[src/rtl/muldiv_unit.sv]
`default_nettype none
// ============================================================================
// Module      : muldiv_unit
// Description : Iterative MIPS multiply/divide unit owning the HI/LO pair.
//               Shift-add multiply and restoring divide on magnitudes, with
//               sign correction in a final fix-up cycle.
// Revision    : 1.0 - initial release
// ============================================================================
module muldiv_unit #(
    parameter int WIDTH    = 32,
    parameter bit FAST_MUL = 1'b0
) (
    input  logic             clk,
    input  logic             rst,
    input  logic             start,
    input  logic [2:0]       op,
    input  logic [WIDTH-1:0] rs,
    input  logic [WIDTH-1:0] rt,
    output logic             busy,
    output logic             done,
    output logic             div_by_zero,
    output logic [WIDTH-1:0] hi,
    output logic [WIDTH-1:0] lo
);

    localparam int                 c_CNT_W    = (WIDTH > 1) ? $clog2(WIDTH) : 1;
    localparam logic [c_CNT_W-1:0] c_CNT_LAST = c_CNT_W'(WIDTH - 1);
    localparam logic [2:0]         c_OP_MTHI  = 3'b100;
    localparam logic [2:0]         c_OP_MTLO  = 3'b101;

    typedef enum logic [1:0] {
        S_IDLE = 2'd0,
        S_RUN  = 2'd1,
        S_FIX  = 2'd2
    } state_t;

    state_t               r_state, w_state_nxt;
    logic [c_CNT_W-1:0]   r_cnt;
    logic [WIDTH-1:0]     r_a, r_b, r_acc_hi, r_acc_lo, r_hi, r_lo;
    logic                 r_neg_q, r_neg_r, r_is_div, r_done, r_dbz;

    logic                 w_accept, w_long_op, w_signed_op, w_rs_neg, w_rt_neg;
    logic [WIDTH-1:0]     w_rs_mag, w_rt_mag, w_div_sub, w_quo, w_rem;
    logic [WIDTH:0]       w_mul_sum, w_div_shift;
    logic                 w_div_ge;
    logic [2*WIDTH-1:0]   w_mul_raw, w_prod;

    assign w_accept    = start && (r_state == S_IDLE);
    assign w_long_op   = ~op[2];
    assign w_signed_op = ~op[0];
    assign w_rs_neg    = w_signed_op & rs[WIDTH-1];
    assign w_rt_neg    = w_signed_op & rt[WIDTH-1];
    assign w_rs_mag    = w_rs_neg ? -rs : rs;
    assign w_rt_mag    = w_rt_neg ? -rt : rt;

    // Multiply step: add multiplicand when the current multiplier bit is set, then shift right.
    assign w_mul_sum   = {1'b0, r_acc_hi} + (r_acc_lo[0] ? {1'b0, r_a} : {(WIDTH+1){1'b0}});

    // Restoring divide step; the partial remainder stays below 2*divisor, so a WIDTH-bit subtract suffices.
    assign w_div_shift = {r_acc_hi, r_acc_lo[WIDTH-1]};
    assign w_div_ge    = w_div_shift >= {1'b0, r_b};
    assign w_div_sub   = w_div_shift[WIDTH-1:0] - r_b;

    generate
        if (FAST_MUL) begin : g_fast_mul
            assign w_mul_raw = {{WIDTH{1'b0}}, r_a} * {{WIDTH{1'b0}}, r_b};
        end else begin : g_iter_mul
            assign w_mul_raw = {r_acc_hi, r_acc_lo};
        end
    endgenerate

    assign w_prod = r_neg_q ? -w_mul_raw : w_mul_raw;
    assign w_quo  = r_neg_q ? -r_acc_lo : r_acc_lo;
    assign w_rem  = r_neg_r ? -r_acc_hi : r_acc_hi;

    always_ff @(posedge clk) begin
        if (rst) r_state <= S_IDLE;
        else     r_state <= w_state_nxt;
    end

    always_comb begin
        w_state_nxt = r_state;
        unique case (r_state)
            S_IDLE: begin
                if (w_accept && w_long_op)
                    w_state_nxt = (FAST_MUL && !op[1]) ? S_FIX : S_RUN;
            end
            S_RUN:   if (r_cnt == c_CNT_LAST) w_state_nxt = S_FIX;
            S_FIX:   w_state_nxt = S_IDLE;
            default: w_state_nxt = S_IDLE;
        endcase
    end

    always_ff @(posedge clk) begin
        if (rst) begin
            r_cnt    <= '0;
            r_a      <= '0;
            r_b      <= '0;
            r_acc_hi <= '0;
            r_acc_lo <= '0;
            r_hi     <= '0;
            r_lo     <= '0;
            r_neg_q  <= 1'b0;
            r_neg_r  <= 1'b0;
            r_is_div <= 1'b0;
            r_done   <= 1'b0;
            r_dbz    <= 1'b0;
        end else begin
            r_done <= 1'b0;
            r_dbz  <= 1'b0;
            unique case (r_state)
                S_IDLE: begin
                    if (w_accept && w_long_op) begin
                        r_a      <= w_rs_mag;
                        r_b      <= w_rt_mag;
                        r_neg_q  <= w_rs_neg ^ w_rt_neg;
                        r_neg_r  <= w_rs_neg;
                        r_is_div <= op[1];
                        r_cnt    <= '0;
                        r_acc_hi <= '0;
                        r_acc_lo <= op[1] ? w_rs_mag : w_rt_mag;
                    end else if (w_accept && op == c_OP_MTHI) begin
                        r_hi <= rs;
                    end else if (w_accept && op == c_OP_MTLO) begin
                        r_lo <= rs;
                    end
                end
                S_RUN: begin
                    r_cnt <= r_cnt + 1'b1;
                    if (r_is_div) begin
                        r_acc_hi <= w_div_ge ? w_div_sub : w_div_shift[WIDTH-1:0];
                        r_acc_lo <= {r_acc_lo[WIDTH-2:0], w_div_ge};
                    end else begin
                        r_acc_hi <= w_mul_sum[WIDTH:1];
                        r_acc_lo <= {w_mul_sum[0], r_acc_lo[WIDTH-1:1]};
                    end
                end
                S_FIX: begin
                    r_done <= 1'b1;
                    if (!r_is_div) begin
                        {r_hi, r_lo} <= w_prod;
                    end else if (r_b == '0) begin
                        r_dbz <= 1'b1;
                    end else begin
                        r_hi <= w_rem;
                        r_lo <= w_quo;
                    end
                end
                default: ;
            endcase
        end
    end

    assign busy        = (r_state != S_IDLE);
    assign done        = r_done;
    assign div_by_zero = r_dbz;
    assign hi          = r_hi;
    assign lo          = r_lo;

endmodule
`default_nettype wire

[config.mk]
export PLATFORM = sky130hd
export DESIGN_NAME = muldiv_unit
export DESIGN_NICKNAME = d
export VERILOG_FILES = /design/src/rtl/muldiv_unit.sv
export SDC_FILE = /design/constraint.sdc
export NUM_CORES = 1
export LEC_CHECK = 0
export CAP_MARGIN = 20
export CELL_PAD_IN_SITES_DETAIL_PLACEMENT = 1
export CELL_PAD_IN_SITES_GLOBAL_PLACEMENT = 1
export CORE_ASPECT_RATIO = 0.5
export CORE_MARGIN = 2
export CORE_UTILIZATION = 47
export CTS_CLUSTER_SIZE = 30
export DETAILED_ROUTE_END_ITERATION = 8
export PLACE_DENSITY_LB_ADDON = 0.15
export RECOVER_POWER = 25
export SLEW_MARGIN = 30
export SYNTH_ARGS = -nofsm -noshare
export SYNTH_HDL_FRONTEND = slang
export SYNTH_SLANG_ARGS = --single-unit
[constraint.sdc]
create_clock -name clk -period 8.4 [get_ports clk]
set_clock_uncertainty 0.2 [all_clocks]
set_input_delay 1.68 -clock clk [delete_from_list [all_inputs] [get_ports clk]]
set_output_delay 1.68 -clock clk [all_outputs]
set_load 0.005 [all_outputs]
==> results.json <==
{
  "status": "finished with violations",
  "violations": "max-capacitance violations, max-slew violations",
  "min_path_type": "reg2reg",
  "seqCellArea_um2": 4080,
  "grt_use_total": 0.369,
  "maxCapViolations": 4,
  "gr-usage-met3": 0.123,
  "h-tree-depth": 1,
  "fin_crit_sh": 0.713,
  "powerDensity_nw_per_um2": 163,
  "crit_type": "in2reg",
  "finish.utilization": 0.557,
  "synthesis.nets": 2207,
  "swShare": 0.320,
  "hold_viol": 0,
  "synth_cells": 2065,
  "multi_input_area_um2": 10600,
  "cp_max_fo": 71,
  "grt_pass1_wl_um": 98300,
  "arrival_ns": 6.21,
  "netlist-cell-type-count": 74,
  "rows": 46,
  "firstDrtPassIters": 5,
  "clockBufferDepth": 3,
  "vias": 16500,
  "p_int_mw": 1.98,
  "cts.clk_slew.worst_paths_ns": 0.07,
  "ant_nets": 0,
  "synth_edf_count": 0,
  "wire_per_inst_um": 25.4,
  "layout_commonest_cell": "nor2_1",
  "drive_gt1_frac": 0.0481,
  "place_inst": 2514,
  "portBuffers": 136,
  "p_seq_frac": 0.376,
  "synthFlopType": "dfxtp_1",
  "yosys_register_bits": 204,
  "ios": 137,
  "antenna_found_initial": 0,
  "slew_violations": 215,
  "cts_tree": "done",
  "numCtsBuffers": 22,
  "fin_nets": 2248,
  "use_met2": 0.515,
  "die_area_um2": 34300,
  "initial_core_util": 0.482,
  "grt.busiest_layer": "met1",
  "worstPathRequired_ns": 8.63,
  "cts.root.buffer_cell": "clkbuf_16",
  "endpoint_kind": "flop",
  "ctsResizeCount": 0,
  "hpwl_um": 48200,
  "clkLatencyLatePin_ns": 0.54,
  "slew_headroom": -1.31,
  "p_comb_frac": 0.221,
  "setup_ws_ns": 2.41,
  "clkPwrFrac": 0.403,
  "synth_area_um2": 15400,
  "die_w_um": 260,
  "coreArea_um2": 32000,
  "switchingPower_mw": 0.932,
  "routabilityCongestion": 0.949,
  "fin_crit_ns": 5.99,
  "final_cell_mix": "nor2_1 (237), nand2_1 (209), dfxtp_1 (204)",
  "syn_to_final_growth_pct": 15.6,
  "overflow": 0,
  "vias_per_cell": 6.47,
  "avgSynthCellArea_um2": 7.46,
  "ys_warn_count": 0,
  "final_area_um2": 17800,
  "post_cts_buffers": 0,
  "use_met1": 0.544,
  "ys_seq_area_frac": 0.265,
  "rsz0062_at_grt": "false",
  "fin_setup_tns_ns": 0,
  "p_leak_nw": 7.04,
  "initialDrtViolationCount": 1625,
  "postPlaceCellArea_um2": 17000,
  "first_global_vias": 16100,
  "finalSetupViolations": 0,
  "final_cells": 2553,
  "vdd_drop_max_v": 0.000114,
  "async_flop_share": 0,
  "start_kind": "input pin",
  "fill_cells": 3994,
  "drc_errors": 0,
  "ctsHoldBuffers": 0,
  "fp.dieH_um": 132,
  "post-place-ws_ns": 3.08,
  "diodes": 0,
  "max_freq_mhz": 167,
  "grt_max_degree": 91,
  "drt_wl_total_um": 64800,
  "worst_pin_slew_ns": 3.47,
  "cts_sinks": 204
}
[synth_stat cells, drive strengths merged (7+ instances only)]
cell / n / area [um^2]
a211oi: 114 / 856
a21o: 34 / 255
a21oi: 181 / 906
a221oi: 12 / 105
a22oi: 9 / 67.6
a311oi: 19 / 166
a31oi: 13 / 81.3
and2: 45 / 282
and3: 14 / 87.6
buf: 14 / 63.8
clkbuf: 130 / 488
dfxtp: 204 / 4080
ha: 70 / 876
inv: 61 / 229
mux2: 7 / 78.8
mux2i: 45 / 450
nand2: 211 / 792
nand2b: 24 / 150
nand3: 29 / 145
nand4: 10 / 62.6
nor2: 238 / 893
nor2b: 22 / 138
nor3: 43 / 215
nor3b: 10 / 75.1
nor4: 31 / 230
o211ai: 21 / 158
o21a: 11 / 82.6
o21ai: 111 / 556
o21bai: 7 / 52.6
o22ai: 9 / 62.6
o31ai: 23 / 178
o41ai: 14 / 123
or2: 9 / 58.8
or3: 18 / 123
or4: 12 / 97.6
xnor2: 86 / 753
xor2: 86 / 753
[layout make-up]
type | instances | share of cell area
timing repair buffer | 162 | 0.0866
sequential | 204 | 0.229
tap | 432 | 0.0303
clock buffer | 32 | 0.0387
inverter | 61 | 0.0129
multi-input combinational | 1655 | 0.593
clock inverter | 7 | 0.00899
[worst max-delay path, stage by stage]
cell and delay, ns:
clkbuf_1 0.34, clkbuf_1 2.48, nor2_1 0.30, buf_4 0.35
and2_1 0.32, nand2_1 0.29, o22ai_1 0.13, a221o_1 0.29
[path summary, 6_finish.rpt]
path | depth (start not counted) | slack (ns) | endpoint | start
setup / recovery | 8 | 2.41 | r_acc_hi[9]$_SDFFE_PP0P_ | rst
hold / removal | 2 | 0.25 | hi[21]$_SDFFE_PP0P_ | hi[21]$_SDFFE_PP0P_
setup reg to reg | 11 | 3.43 | lo[29]$_SDFFE_PP0P_ | r_is_div$_SDFFE_PP0P_
hold reg to reg | 2 | 0.25 | hi[21]$_SDFFE_PP0P_ | hi[21]$_SDFFE_PP0P_
[flip-flops by register name, summed over array words and instances (netlist names)]
signal / count
lo: 32
r_b: 32
r_neg_q: 1
r_cnt: 5
done: 1
r_neg_r: 1
r_is_div: 1
div_by_zero: 1
hi: 32
r_a: 32
r_acc_lo: 32
r_state: 2
r_acc_hi: 32
[cells by family (layout without fill, tap and decap cells)]
| logic type | Yosys count | count (layout) | synth area share |
|---|---|---|---|
| compound gates | 622 | 622 | 0.263 |
| mux | 52 | 52 | 0.0343 |
| xor+xnor | 172 | 172 | 0.0978 |
| buf+inv | 206 | 262 | 0.0513 |
| simple gates | 737 | 737 | 0.230 |
| fa+ha+maj | 72 | 72 | 0.0594 |
| flops | 204 | 204 | 0.265 |
[stage by stage]
stage | power (mW) | hold WS [ns]
after floorplan | 1.49 | 0.232
after global placement | 1.72 | 0.242
after detailed placement | 1.73 | 0.246
after CTS | 2.89 | 0.255
after global routing | 3.00 | 0.293
final | 2.91 | 0.249
[power groups by stage]
stage | Combinational (mW) | Sequential [mW] | Clock (mW)
final | 0.644 | 1.09 | 1.17
after CTS | 0.631 | 1.09 | 1.17
after global routing | 0.696 | 1.09 | 1.21
after global placement | 0.610 | 1.11 | 0
after floorplan | 0.427 | 1.06 | 0
after detailed placement | 0.622 | 1.11 | 0
[layer usage]
metal  share of wire  wire length [um]
met1            0.46             29600
met2            0.40             25700
met3            0.13              8430
met4           0.018              1160
met5               0                 0
No activity file was read; power rests on OpenSTA's default activity.
